### config.mk
export PLATFORM = sky130hd
export DESIGN_NAME = hazard_ctrl_unit
export DESIGN_NICKNAME = d
export VERILOG_FILES = /design/src/rtl/hazard_ctrl_unit.sv
export SDC_FILE = /design/constraint.sdc
export NUM_CORES = 1
export LEC_CHECK = 0
export BUFFER_PORTS_ARGS = -buffer_cell sky130_fd_sc_hd__buf_2
export CORE_ASPECT_RATIO = 2
export CORE_MARGIN = 8
export CORE_UTILIZATION = 32
export DETAILED_ROUTE_END_ITERATION = 16
export PLACE_DENSITY = 0.83
export SLEW_MARGIN = 20
export SYNTH_ARGS = -nofsm -noshare
export SYNTH_HDL_FRONTEND = slang
export SYNTH_SLANG_ARGS = --single-unit
export TNS_END_PERCENT = 100
### constraint.sdc
create_clock -name clk -period 1.4 [get_ports clk]
set_input_delay 0.14 -clock clk [delete_from_list [all_inputs] [get_ports clk]]
set_output_delay 0.14 -clock clk [all_outputs]
set_load 0.005 [all_outputs]
### src/rtl/hazard_ctrl_unit.sv
// rtl/hazard_ctrl_unit.sv - pipeline hazard/stall/forward controller; optional perf counters via HAZARD_PERF_CNT_EN
module hazard_ctrl_unit #(
  parameter int REG_AW     = 5,
  parameter int MULDIV_LAT = 4,
  parameter int CNT_W      = 32
) (
  input  logic              clk,
  input  logic              reset,
  input  logic [REG_AW-1:0] Rs1D,
  input  logic [REG_AW-1:0] Rs2D,
  input  logic [REG_AW-1:0] Rs1E,
  input  logic [REG_AW-1:0] Rs2E,
  input  logic [REG_AW-1:0] RdE,
  input  logic [1:0]        ResultSrcE,
  input  logic              PCSrcE,
  input  logic              MulDivE,
  input  logic [REG_AW-1:0] RdM,
  input  logic [REG_AW-1:0] RdW,
  input  logic              RegWriteM,
  input  logic              RegWriteW,
  input  logic              MemReqM,
  input  logic              MemReadyM,
  output logic              StallF,
  output logic              StallD,
  output logic              StallE,
  output logic              StallM,
  output logic              FlushD,
  output logic              FlushE,
  output logic              FlushM,
  output logic              FlushW,
  output logic [1:0]        ForwardAE,
  output logic [1:0]        ForwardBE,
  output logic              MulDivBusy,
  output logic [CNT_W-1:0]  StallCycles,
  output logic [CNT_W-1:0]  FlushCycles
);

  localparam int CntW = ($clog2(MULDIV_LAT) < 1) ? 1 : $clog2(MULDIV_LAT);
  localparam bit MdMulti = (MULDIV_LAT > 1);
  localparam logic [CntW-1:0] CntLoad = CntW'((MULDIV_LAT > 1) ? (MULDIV_LAT - 2) : 0);

  typedef enum logic {IDLE, BUSY} state_t;

  state_t          state, stateNext;
  logic [CntW-1:0] cnt, cntNext;
  logic            memStall, lwStall, mdStall;

  // Operand forwarding: M stage result has priority over W; x0 never forwards
  assign ForwardAE = (Rs1E != '0 && Rs1E == RdM && RegWriteM) ? 2'b10 :
                     (Rs1E != '0 && Rs1E == RdW && RegWriteW) ? 2'b01 : 2'b00;
  assign ForwardBE = (Rs2E != '0 && Rs2E == RdM && RegWriteM) ? 2'b10 :
                     (Rs2E != '0 && Rs2E == RdW && RegWriteW) ? 2'b01 : 2'b00;

  // Hazard sources; a taken branch in E discards the dependent instruction, so no load-use bubble
  assign memStall = MemReqM & ~MemReadyM;
  assign lwStall  = (ResultSrcE == 2'b01) & (RdE != '0) &
                    ((Rs1D == RdE) | (Rs2D == RdE)) & ~PCSrcE;

  assign StallM = memStall;
  assign FlushW = memStall;
  assign StallE = memStall | mdStall;
  assign StallD = StallE | lwStall;
  assign StallF = StallD;
  assign FlushM = mdStall & ~memStall;
  assign FlushE = ~StallE & (lwStall | PCSrcE);
  assign FlushD = ~StallE & PCSrcE;
  assign MulDivBusy = (state == BUSY);

  // Mul/div occupancy FSM state register; reset drops BUSY immediately
  always_ff @(posedge clk or posedge reset) begin
    if (reset) begin
      state <= IDLE;
      cnt   <= '0;
    end else begin
      state <= stateNext;
      cnt   <= cntNext;
    end
  end

  // Next state and mdStall; a memory wait freezes the countdown
  always_comb begin
    stateNext = state;
    cntNext   = cnt;
    mdStall   = 1'b0;
    case (state)
      IDLE: begin
        mdStall = MulDivE & MdMulti;
        if (MulDivE && MdMulti && !memStall) begin
          stateNext = BUSY;
          cntNext   = CntLoad;
        end
      end
      BUSY: begin
        mdStall = (cnt != '0);
        if (!memStall) begin
          if (cnt == '0) stateNext = IDLE;
          else           cntNext   = cnt - CntW'(1);
        end
      end
      default: stateNext = IDLE;
    endcase
  end

`ifdef HAZARD_PERF_CNT_EN
  logic [CNT_W-1:0] stallCnt, flushCnt;

  // Free-running wrap-around counts of front-end stall and E-flush cycles
  always_ff @(posedge clk or posedge reset) begin
    if (reset) begin
      stallCnt <= '0;
      flushCnt <= '0;
    end else begin
      if (StallF) stallCnt <= stallCnt + CNT_W'(1);
      if (FlushE) flushCnt <= flushCnt + CNT_W'(1);
    end
  end

  assign StallCycles = stallCnt;
  assign FlushCycles = flushCnt;
`else
  assign StallCycles = '0;
  assign FlushCycles = '0;
`endif

endmodule

## Yosys cells after proc, flatten, opt, wreduce, memory -nomap -nowiden

Index checks and enable logic that the tools add are counted.

- Add/sub/neg operators: 1
- Reductions and logical operators: 16
- Bitwise operators: 16
- Equality and inequality tests: 10
- Multiplexer cells: 13

Operators by type and width:

| kind | count |
|---|---|
| $eq 5x5->1 | 6 |
| $reduce_bool 5->1 | 3 |
| $mux 2 | 5 |
| $logic_and 1x1->1 | 9 |
| $and 1x1->1 | 7 |
| $ne 2x2->1 const B | 3 |
| $mux 1 | 5 |
| $not 1->1 | 5 |
| $or 1x1->1 | 4 |
| $pmux 1 s2 | 2 |
| $pmux 2 s2 | 1 |
| $reduce_and 3->1 | 1 |
| $eq 2x1->1 const B | 1 |
| $logic_not 2->1 | 1 |
| $reduce_bool 2->1 | 1 |
| $sub 2x1->2 const B | 1 |
| $logic_not 1->1 | 1 |

- Output and inout bits: 77
- Word-level logic and storage cells: 58
- Input port bits: 45
- Bits in registers: 3

## Depth between registers and ports, before layout

- Depth after elaboration: 6
- Depth in mapped cells: 6
- Depth with buffers taken out: 6

## Worst setup path after synthesis

OpenSTA, ideal clock, no wires.

- Path type: register -> output
- Start point: register cnt[0]
- End point: output port StallF
- Buffers on the path: 1
- Data required time: 1.260 ns
- Path slack: -0.101 ns
- Arrival: 1.361 ns
- Stages on the path, launching flop included: 7
- Path through: dfrtp_1 inv_1 ha_1 nor2b_1 nor3_1 o21ai_0 buf_4

- Word-level cells in the longest chain between the ends: 4

RTL lines:

| element | RTL line | RTL |
|---|---|---|
| start: declaration | 45 | `logic [CntW-1:0] cnt, cntNext;` |
| start signal: assignment | 76 | `cnt <= cntNext;` |
| $reduce_bool 2->1 | 94 | `mdStall = (cnt != '0);` |
| $pmux 1 s2 | 85 | `case (state)` |
| $or 1x1->1 | 61 | `assign StallE = memStall \| mdStall;` |
| $or 1x1->1 | 62 | `assign StallD = StallE \| lwStall;` |
| end: declaration | 23 | `output logic StallF,` |

No other way between the ends.

## Worst setup path in the final report

- Start point: register cnt[0]
- End point: output port FlushE

- Word-level cells in the longest chain between the ends: 5

RTL lines:

| element | RTL line | RTL |
|---|---|---|
| $reduce_bool 2->1 | 94 |  |
| $pmux 1 s2 | 85 |  |
| $or 1x1->1 | 61 |  |
| $not 1->1 | 65 | `assign FlushE = ~StallE & (lwStall \| PCSrcE);` |
| $and 1x1->1 | 65 |  |
| end: declaration | 28 | `output logic FlushE,` |

No other way between the ends.

==> flow_metrics.tcl <==
set metrics [dict create \
    status "finished with violations" \
    violations "setup timing" \
    grt_use_met2 0.175 \
    viasPerCell 3.91 \
    final_net_count 278 \
    rsz0062_at_grt "true" \
    arrival_ns 1.54 \
    clock-root-buffer "clkbuf_8" \
    leakagePower_nw 0.820 \
    crit_buf_inv 2 \
    drc 0 \
    p_switching_uw 545 \
    drv_slew 0 \
    dp_cells 269 \
    maxCapViolCount 0 \
    ir_drop_uv 470 \
    drive_gt1_frac 0.424 \
    finalHoldViolations 0 \
    min_path_type "in -> reg" \
    grt_pass1_wl_microns 4800 \
    port_buffers 57 \
    vias 1096 \
    synth_area_leaders "buf_4 (43%), xnor2_1 (12%), xor2_1 (11%)" \
    netlist_instances 151 \
    antennaDiodeCount 0 \
    die_w_microns 58.6 \
    clock_path_buffers 2 \
    ys_ff_latch 3 \
    cts_sinks 3 \
    synth.avg_cell_area_sq_um 7.68 \
    startpoint "cnt[0]$_DFFE_PP0P_" \
    gr-usage-met1 0.0922 \
    die-area_sq_um 5920 \
    power.internal_uw 874 \
    synth_edf_count 0 \
    pwr-share-clk 0.175 \
    p_seq_frac 0.126 \
    syn_to_final_growth_pct 31.4 \
    antenna_found_initial 0 \
    cp_top_family "simple AND/OR/NAND/NOR gates" \
    synth.distinct_cells 26 \
    htree_num_levels 1 \
    clk_pin_slew_ns 0.03 \
    rows 31 \
    routabilityCongestion 0.832 \
    grt_usage 0.0993 \
    worstPathCellList "inv_2 -> ha_4 -> nor2b_4 -> nor3_4 -> and2_4 -> o21bai_1 -> buf_2" \
    r2r-start "cnt[0]$_DFFE_PP0P_" \
    skew_ns 0.00162 \
    detail_route.iter0.violations 21 \
    p_per_area_nw_per_um2 931 \
    cp.required_ns 1.26 \
    ant_nets 0 \
    drt_first_pass_iters 4 \
    hold_slack_ns 0.272 \
    dpl-instance-area_sq_um 1370 \
    cpMaxStageDelayCell "dfrtp_1" \
    wl_microns 3350 \
    setup_violations 7 \
    crit_path_max_incr_delay_ns 0.39 \
    coreArea_sq_um 3530 \
    synth_commonest_cells "buf_4 (66), xnor2_1 (16), xor2_1 (14), nor2_1 (8), inv_1 (7)" \
    crit_path_max_fanout 4 \
    synth_most_common_cell "buf_4" \
    fp.dieH_microns 101 \
    stdcell_count 280 \
    yosys.area.top_type "buf_4" \
    grt_use_met3 0.0534 \
    async_flop_share 1.00 \
    start_util 0.329 \
    synth_ff_type "dfrtp_1" \
    netlist_area_sq_um 1160 \
    cts_tree "yes" \
    combPwrFrac 0.699 \
    cp-start-kind "flip-flop" \
    setup_tns_ns -1.20 \
    overflow 0 \
    grt_pass1_vias 1201 \
    grt_max_degree 8 \
    yosysWarnings 0 \
    clk_latency_ns 0.21 \
    post-route-period-util 1.20 \
    synth_top_area_frac 0.427 \
    fmax_mhz 594 \
    num_io_pins 122 \
    end_kind "primary output" \
    fin_crit_ns 1.68 \
    wl_per_cell_microns 12.0 \
    fin_ws_ns -0.284 \
    ys_seq_area_frac 0.0647 \
    dpl.hpwl_microns 2950 \
    min_from "MemReqM" \
    setup.worst_path.class "reg -> out" \
    stdcell_area_sq_um 1520 \
    cts_buffers 3 \
    top_usage_layer "met2" \
    switching_share 0.384 \
]
cell type report:
class | instances | area [sq um]
Timing Repair Buffer | 79 | 473
Fill cell | 354 | 2010
Multi-Input combinational cell | 138 | 840
Inverter | 7 | 28.8
Tap cell | 49 | 61.3
Sequential cell | 3 | 76.3
Clock buffer | 4 | 45.0
layer usage:
metal	routed length, microns	up-vias
li1	-	517
met1	1270	489
met2	1590	86
met3	428	4
met4	57	0
met5	0	-
cell families after synthesis:
| kind of cell | synth area share |
|---|---|
| DFF | 0.0647 |
| other | 0.00323 |
| buffers and inverters | 0.450 |
| adders and majority gates | 0.0108 |
| AOI/OAI and AO/OA | 0.0539 |
| and+or+nand+nor | 0.191 |
| xor gates and xnor gates | 0.227 |
stage by stage:
step / util / setup WS (ns) / power, mW
after floorplan: - / 0.0213 / 0.676
after global routing: 0.432 / -0.380 / 1.54
after detailed placement: 0.387 / -0.100 / 0.876
final: 0.432 / -0.284 / 1.42
after CTS: 0.414 / -0.312 / 1.24
after global placement: 0.387 / -0.0555 / 0.845
tightest hold or removal path: cells and delay by family:
kind / cells / cell delay, ns
simple gates: 3 / 0.23
buf+inv: 1 / 0.08
final timing paths:
kind                       cells after the start  slack (ns)                   end
setup / recovery                               7       -0.28                FlushE
hold / removal                                 4        0.27  MulDivBusy$_DFF_PP0_
setup reg to reg                               7        0.11  MulDivBusy$_DFF_PP0_
hold reg to reg                                1        0.53    cnt[1]$_DFFE_PP0P_
max in group asynchronous                      3        0.90  MulDivBusy$_DFF_PP0_
min in group asynchronous                      3        0.35    cnt[0]$_DFFE_PP0P_
cells in the final DEF, fill, tap and decap left out, types with 2 or more instances in the layout:
cell      instances
inv_2             2
buf_4            19
inv_1             4
nor2_4            2
nand2_1           3
xnor2_1          16
o21ai_0           4
conb_1           64
nor2_1            8
xor2_1           14
clkbuf_8          3
nor3_1            3
dfrtp_1           2
nand4_1           4
buf_6             4
or4_4             2
buf_2            55
nor4_2            4
registers in the layout, summed over array words and instances, names as in the netlist:
register / flops
cnt: 2
MulDivBusy: 1
power by group through the flow:
stage | clock network (mW) | logic [mW] | registers (mW)
2_1_floorplan | 0 | 0.512 | 0.164
3_3_place_gp | 0 | 0.680 | 0.165
3_5_place_dp | 0 | 0.707 | 0.169
4_1_cts | 0.257 | 0.815 | 0.169
5_1_grt | 0.268 | 1.09 | 0.186
6_report | 0.248 | 0.991 | 0.179
timing repair:
item | 4_1_cts | 5_1_grt
setup buffers | 3 | 3
setup endpoints to repair | 8 | 8
endpoints found under the hold margin | 3 | 0
hold buffers | 1 | 0
resized for setup | 6 | 10
pin swaps | 0 | 5
No activity file was read; power rests on OpenSTA's default activity.
